File: config.mk
export PLATFORM = sky130hd
export DESIGN_NAME = pmem_arbiter
export DESIGN_NICKNAME = d
export VERILOG_FILES = /design/src/rtl/pmem_arb_types.sv /design/src/rtl/rr_grant.sv /design/src/rtl/pmem_arbiter.sv
export SDC_FILE = /design/constraint.sdc
export NUM_CORES = 1
export LEC_CHECK = 0
export BUFFER_PORTS_ARGS = -buffer_cell sky130_fd_sc_hd__buf_2
export CORE_AREA = 2 2 388 390
export DETAILED_ROUTE_END_ITERATION = 10
export DIE_AREA = 0 0 390 392
export SYNTH_ARGS = -nofsm -noshare
export SYNTH_HDL_FRONTEND = slang
export SYNTH_SLANG_ARGS = --single-unit
export TNS_END_PERCENT = 20
File: constraint.sdc
create_clock -name clk -period 3.6 [get_ports clk]
set_input_delay 0 -clock clk [delete_from_list [all_inputs] [get_ports clk]]
set_output_delay 0 -clock clk [all_outputs]
set_load 0.01 [all_outputs]
File: src/rtl/pmem_arb_types.sv
// Shared types and sizing helpers for the pmem line arbiter.
package pmem_arb_types;

    typedef enum logic [1:0] {
        IDLE,
        RD_BURST,
        WR_BURST,
        DONE
    } arb_state_t;

    function automatic int beats_f(input int line_bits, input int beat_bits);
        return line_bits / beat_bits;
    endfunction

    // Keep at least one counter bit so a single-beat line still elaborates.
    function automatic int cnt_w_f(input int beats);
        return (beats > 1) ? $clog2(beats) : 1;
    endfunction

    function automatic int align_w_f(input int line_bits);
        return $clog2(line_bits / 8);
    endfunction

endpackage

File: src/rtl/rr_grant.sv
// Combinational priority picker: first set request at or after ptr_i, with wrap.
module rr_grant #(
    parameter int NUM_CH = 2,
    parameter int IW     = $clog2(NUM_CH)
) (
    input  logic [NUM_CH-1:0] req_i,
    input  logic [IW-1:0]     ptr_i,
    output logic [IW-1:0]     idx_o,
    output logic              valid_o
);

    logic [2*NUM_CH-1:0] rot;

    always_comb begin
        rot     = {req_i, req_i} >> ptr_i;
        idx_o   = '0;
        valid_o = 1'b0;
        for (int i = 0; i < NUM_CH; i++) begin
            if (!valid_o && rot[i]) begin
                valid_o = 1'b1;
                idx_o   = IW'((int'(ptr_i) + i) % NUM_CH);
            end
        end
    end

endmodule

File: src/rtl/pmem_arbiter.sv
// Arbitrates whole-line cache reads/writebacks onto one burst pmem port.
// state    | meaning
// IDLE     | waiting for any channel request; grant latched on exit
// RD_BURST | pmem_read high, collecting beats into ch_rdata
// WR_BURST | pmem_write high, presenting latched line beat by beat
// DONE     | one-cycle ch_resp pulse to the granted channel
module pmem_arbiter
    import pmem_arb_types::*;
#(
    parameter int NUM_CH    = 2,
    parameter int LINE_BITS = 256,
    parameter int BEAT_BITS = 64,
    parameter int ADDR_BITS = 32,
    parameter int RR_MODE   = 1
) (
    input  logic                          clk,
    input  logic                          rst,
    input  logic [NUM_CH-1:0]             ch_read,
    input  logic [NUM_CH-1:0]             ch_write,
    input  logic [NUM_CH*ADDR_BITS-1:0]   ch_address,
    input  logic [NUM_CH*LINE_BITS-1:0]   ch_wdata,
    output logic [LINE_BITS-1:0]          ch_rdata,
    output logic [NUM_CH-1:0]             ch_resp,
    output logic                          pmem_read,
    output logic                          pmem_write,
    output logic [ADDR_BITS-1:0]          pmem_address,
    output logic [BEAT_BITS-1:0]          pmem_wdata,
    input  logic [BEAT_BITS-1:0]          pmem_rdata,
    input  logic                          pmem_resp
);

    localparam int BEATS = beats_f(LINE_BITS, BEAT_BITS);
    localparam int CW    = cnt_w_f(BEATS);
    localparam int IW    = $clog2(NUM_CH);
    localparam int AW    = align_w_f(LINE_BITS);
    localparam logic [NUM_CH-1:0] ONE_HOT0 = NUM_CH'(1);

    arb_state_t            state_q;
    logic [CW-1:0]         cnt_q, cnt_d;
    logic [IW-1:0]         gnt_q, rr_ptr_q, rr_ptr_d;
    logic [LINE_BITS-1:0]  line_q, rdata_q;
    logic [NUM_CH-1:0]     resp_q;
    logic                  pmem_read_q, pmem_write_q;
    logic [ADDR_BITS-1:0]  pmem_addr_q;
    logic [BEAT_BITS-1:0]  pmem_wdata_q;

    logic [IW-1:0]         win_idx, ptr;
    logic                  win_valid, last_beat;
    logic [ADDR_BITS-1:0]  win_addr;
    logic [LINE_BITS-1:0]  win_line;

    assign ptr       = (RR_MODE != 0) ? rr_ptr_q : '0;
    assign win_addr  = ch_address[win_idx*ADDR_BITS +: ADDR_BITS];
    assign win_line  = ch_wdata[win_idx*LINE_BITS +: LINE_BITS];
    assign cnt_d     = cnt_q + CW'(1);
    assign last_beat = (cnt_q == CW'(BEATS - 1));
    assign rr_ptr_d  = (gnt_q == IW'(NUM_CH - 1)) ? '0 : gnt_q + IW'(1);

    rr_grant #(.NUM_CH(NUM_CH), .IW(IW)) u_grant (
        .req_i   (ch_read | ch_write),
        .ptr_i   (ptr),
        .idx_o   (win_idx),
        .valid_o (win_valid)
    );

    always_ff @(posedge clk or negedge rst) begin
        if (!rst) begin
            state_q      <= IDLE;
            cnt_q        <= '0;
            gnt_q        <= '0;
            rr_ptr_q     <= '0;
            line_q       <= '0;
            rdata_q      <= '0;
            resp_q       <= '0;
            pmem_read_q  <= 1'b0;
            pmem_write_q <= 1'b0;
            pmem_addr_q  <= '0;
            pmem_wdata_q <= '0;
        end else begin
            case (state_q)
                IDLE: begin
                    cnt_q <= '0;
                    if (win_valid) begin
                        gnt_q       <= win_idx;
                        line_q      <= win_line;
                        pmem_addr_q <= {win_addr[ADDR_BITS-1:AW], AW'(0)};
                        // write wins when a channel raises both
                        if (ch_write[win_idx]) begin
                            state_q      <= WR_BURST;
                            pmem_write_q <= 1'b1;
                            pmem_wdata_q <= win_line[BEAT_BITS-1:0];
                        end else begin
                            state_q     <= RD_BURST;
                            pmem_read_q <= 1'b1;
                        end
                    end
                end
                RD_BURST: begin
                    if (pmem_resp) begin
                        rdata_q[cnt_q*BEAT_BITS +: BEAT_BITS] <= pmem_rdata;
                        if (last_beat) begin
                            state_q     <= DONE;
                            pmem_read_q <= 1'b0;
                            resp_q      <= ONE_HOT0 << gnt_q;
                        end else begin
                            cnt_q <= cnt_d;
                        end
                    end
                end
                WR_BURST: begin
                    if (pmem_resp) begin
                        if (last_beat) begin
                            state_q      <= DONE;
                            pmem_write_q <= 1'b0;
                            resp_q       <= ONE_HOT0 << gnt_q;
                        end else begin
                            cnt_q        <= cnt_d;
                            pmem_wdata_q <= line_q[cnt_d*BEAT_BITS +: BEAT_BITS];
                        end
                    end
                end
                DONE: begin
                    resp_q  <= '0;
                    cnt_q   <= '0;
                    state_q <= IDLE;
                    if (RR_MODE != 0) rr_ptr_q <= rr_ptr_d;
                end
                default: state_q <= IDLE;
            endcase
        end
    end

    assign ch_rdata     = rdata_q;
    assign ch_resp      = resp_q;
    assign pmem_read    = pmem_read_q;
    assign pmem_write   = pmem_write_q;
    assign pmem_address = pmem_addr_q;
    assign pmem_wdata   = pmem_wdata_q;

endmodule

==> results.md <==
- The buffer depth of the longest clock path is 3.
- STA puts the critical path data arrival time at 3.54 ns.
- The count of buffering cells on the critical path with inverters included is 3.
- The transition time of the tightest slew-check pin is 1.06 ns.
- The first-pass GRT wire length is 172 mm.
- The kind of critical path is flop to flop.
- The maximum achievable frequency is 333 MHz.
- Of the total synthesized cell area, the portion taken by XOR and XNOR cells is 0.000320.
- The data required time at the worst endpoint is 4.14 ns.
- From bottom edge to top edge, the die measures 392 um.
- For this run, the register share of the synthesized area comes to 0.560.
- After synthesis, the largest family of logic cells by area is multiplexers.
- For this run, the leading register cell type out of synthesis is dfrtp_1.
- The worst-path maximum fanout is 80.
- The number of pins with negative max-slew slack in the final report was 0.
- The clock tree synthesis step divided the H-tree into 3 levels.
- The startpoint kind of the worst setup timing path is a flop.
- The worst setup path is captured at a flop.
- The worst pin sits at a relative slew slack of 0.292.
- The clock slew at the register clock pins of the worst setup and hold paths is 0.06 ns.
- The simple-gate portion of the synthesized area is 0.0547.
- The final hold violation count was 0.
- The filler cells instantiated in the layout total 15,100.
- The number of global-route vias before repair is 25,800.
- The aggregate global routing overflow is 0.
- For this design, the slowest cell found on the critical path is dlygate4sd3_1.
- Across every metal layer, demand over resource in global routing totals 0.152.
- dfrtp_1 is the most common cell in the netlist.
- The routed via count divided by cell count is 4.28.
- The proportion of synthesized flip-flops having asynchronous set or reset is 1.00.
- The signal on the critical path passes through o22ai_4 > buf_12 > buf_12 > mux2i_1 > dlygate4sd3_1 > o21ai_0 > mux2_2.
- After routing, the total negative slack on setup checks comes to 0 ns.
- The worst hold slack across all endpoints is 0.0929 ns.
- By count the netlist is led by dfrtp_1, nand2_1, o21ai_0.
- The number of setup violations in the final report is 0.
- The worst register-to-register path has a setup slack of 0.60 ns.
- TritonCTS built the clock tree.
- In this run, synthesis produced a sequential element count of 613.
- The clock tree root buffer cell is clkbuf_16.
- The total power density per cell area is 738 nW/um2.
- By area the synthesized netlist is led by dfrtp_1, mux2i_1, a22o_1, o21ai_0, mux4_2.
- Summed over all instances, the cell type with the most area after synthesis is dfrtp_1.
- In the routed design, unresolved DRC markers number 0.
- Setup repair after global routing left no endpoint under its margin.
- In the final layout, the share of cells above drive strength 1 is 0.338.
- Among the stages of the critical path, the cell type that occurs most often is buf_12.
- The number of nets in the layout is 4,472.
- Entering global routing, the biggest net connects 130 pins.
- The footprint of the multi-input gates is 11,100 um2.
- The Yosys step of the flow raised 0 warnings.
- IR analysis of the VDD net gives a maximum drop of 0.000475 V.
- The share of the synthesized area in compound gates (AO/OA/AOI/OAI) was 0.151.
- The post-route clock period utilization is 0.834.
- The cell class contributing the biggest share of worst-path delay is buffers and inverters.
- Synthesis produced a netlist whose cell count is 2,236.
- At the later pin of the worst-skew pair, clock insertion delay measures 0.67 ns.
- The detailed router finished its first iteration with 1,298 violations.
- The die covers 153,000 um2.
- The number of flops mapped to enable cells by yosys is 0.
- At the end of routability-driven placement, the weighted congestion stood at 0.873.
- After synthesis, the share of cell area in mux cells is 0.189.
- Of the total synthesized cell area, the portion taken by full adders, half adders and majority gates is 0.00502.
- The max-cap check violation count is 0.
- In this run the mean area of a mapped cell was 12.2 um2.
- The count of port buffers added during placement is 987.
- The area growth from synthesis to layout is 58.6%.
- Between clock sinks in the finished design, the worst skew comes to 0.0247 ns.
- The number of CTS-inserted buffers is 72.
- The leakage dissipation is 21.1 nW.
- The cell area after technology mapping is 27,400 um2.
- The floorplan step set the die width to 390 um.
- The area share of the leading cell type in the synthesized netlist is 0.560.
- Detailed placement finished with a half-perimeter wire length of 83.9 mm.
- 1,003 I/O pins were placed.
- The number of sinks handled by clock tree synthesis is 613.
- In this run the core area contains 142 standard-cell rows.
- The routed design has 120 mm of wire.
- The core region area is 149,000 um2.
- Summing over every cut layer, the via total after detailed routing is 24,900.
- The initial utilization of the core area, before any placement, comes to 0.184.
- The routed length per instance is 20.6 um.
- The kind of path behind the tightest hold check is primary input to flop.
- Summing all flip-flop and latch instances after layout gives 15,300 um2.
- On the worst path, the slowest cell contributes a delay of 0.66 ns.
- The run finished with clean final reports.
- The initial antenna violation count is 30.
- The final antenna-violating net count is 0.
- The number of iterations in the first detailed-routing pass is 5.
- The clock period minus final worst setup slack is 3.00 ns.
- The distinct cell type count of the synthesized netlist is 40.
==> flip-flops by register name (all words and copies together), names as in the netlist <==
signal	cells
ptr	1
pmem_wdata	64
cnt_q	2
gnt_q	1
pmem_address	27
ch_resp	2
state_q	2
pmem_read	1
ch_rdata	256
line_q	256
pmem_write	1
==> logic make-up after synthesis <==
kind of cell / after synthesis
buf+inv: 198
compound gates: 623
mux: 413
fa+ha+maj: 11
flops: 613
simple gates: 376
other cells: 1
xor+xnor: 1
==> cell type report <==
cell class,count,area share
inverters,9,0.000778
clock inverters,22,0.00749
well taps,1944,0.0560
diodes,15,0.000864
repair buffers,1689,0.278
multi-input cells,1429,0.255
clock buffers,103,0.0488
flip-flops and latches,613,0.353
==> path summary, 6_finish.rpt <==
path,cells after the start,endpoint,from
setup reg to reg,7,pmem_wdata[52],ptr
hold / removal,4,line_q[81],ch_wdata[337]
min in group asynchronous,3,ch_rdata[17],rst
setup / recovery,7,pmem_wdata[52],ptr
hold reg to reg,2,line_q[191],line_q[191]
max in group asynchronous,4,ch_rdata[38],rst
==> report_power, final <==
part | switching, mW | total [mW] | leakage (nW) | internal [mW]
sequential | 1.45 | 10.9 | 7.91 | 9.40
combinational | 7.16 | 13.6 | 12.0 | 6.46
clock | 3.20 | 7.57 | 1.19 | 4.37
==> placed cells by master, fill, tap and decap left out, types with 3 or more instances in the layout <==
cell type | synthesis | final
mux4_2 | 64 | 64
o21ai_1 | 62 | 62
inv_6 | 0 | 6
nor2_1 | 7 | 7
nand3_4 | 0 | 4
mux2_4 | 40 | 40
buf_12 | 0 | 20
bufinv_16 | 0 | 3
dfrtp_1 | 613 | 612
clkinv_2 | 0 | 3
dlygate4sd3_1 | 0 | 639
clkinv_16 | 0 | 3
a21oi_1 | 3 | 3
nand2_1 | 354 | 354
diode_2 | 0 | 15
clkbuf_16 | 0 | 73
buf_4 | 42 | 43
o21ai_0 | 289 | 289
mux2_1 | 4 | 4
nor4_4 | 3 | 3
a22o_1 | 259 | 259
clkbuf_1 | 66 | 12
inv_1 | 8 | 8
clkinv_4 | 0 | 3
clkbuf_8 | 0 | 18
ha_1 | 11 | 9
buf_2 | 57 | 986
conb_1 | 1 | 5
mux2i_1 | 285 | 283
mux2_2 | 20 | 20
==> worst register-to-register path, delay by kind of cell, from the launching register on <==
| kind | cells | cell delay (ns) |
|---|---|---|
| buf+inv | 3 | 1.41 |
| mux | 2 | 0.73 |
| flops | 1 | 0.46 |
| compound gates | 2 | 0.28 |
==> timing repair <==
item,4_1_cts,5_1_grt
endpoints found under the hold margin,705,0
gates resized for setup,0,0
hold buffers,639,0
setup buffers,0,0
==> stage by stage <==
| step | power [mW] | setup slack [ns] | util | area, um2 | instances |
|---|---|---|---|---|---|
| 3_3_place_gp | 23.1 | 0.873 | 0.232 | 34600 | 5045 |
| 4_1_cts | 32.4 | 0.516 | 0.291 | 43400 | 5809 |
| 5_1_grt | 34.1 | 0.479 | 0.292 | 43400 | 5814 |
| 3_5_place_dp | 23.3 | 0.897 | 0.232 | 34600 | 5045 |
| 2_1_floorplan | 18.7 | 1.05 | - | 27400 | 2240 |
| 6_report | 32.0 | 0.599 | 0.292 | 43400 | 5824 |
==> routing by layer <==
| metal | GRT usage | vias to the layer above | wire, um |
|---|---|---|---|
| met1 | 0.191 | 12300 | 50400 |
| li1 | - | 11300 | - |
| met5 | 0 | - | 102 |
| met4 | 0.0682 | 14 | 4680 |
| met2 | 0.239 | 1060 | 54800 |
| met3 | 0.0445 | 223 | 10200 |
Power figures use the tool's default switching activity.
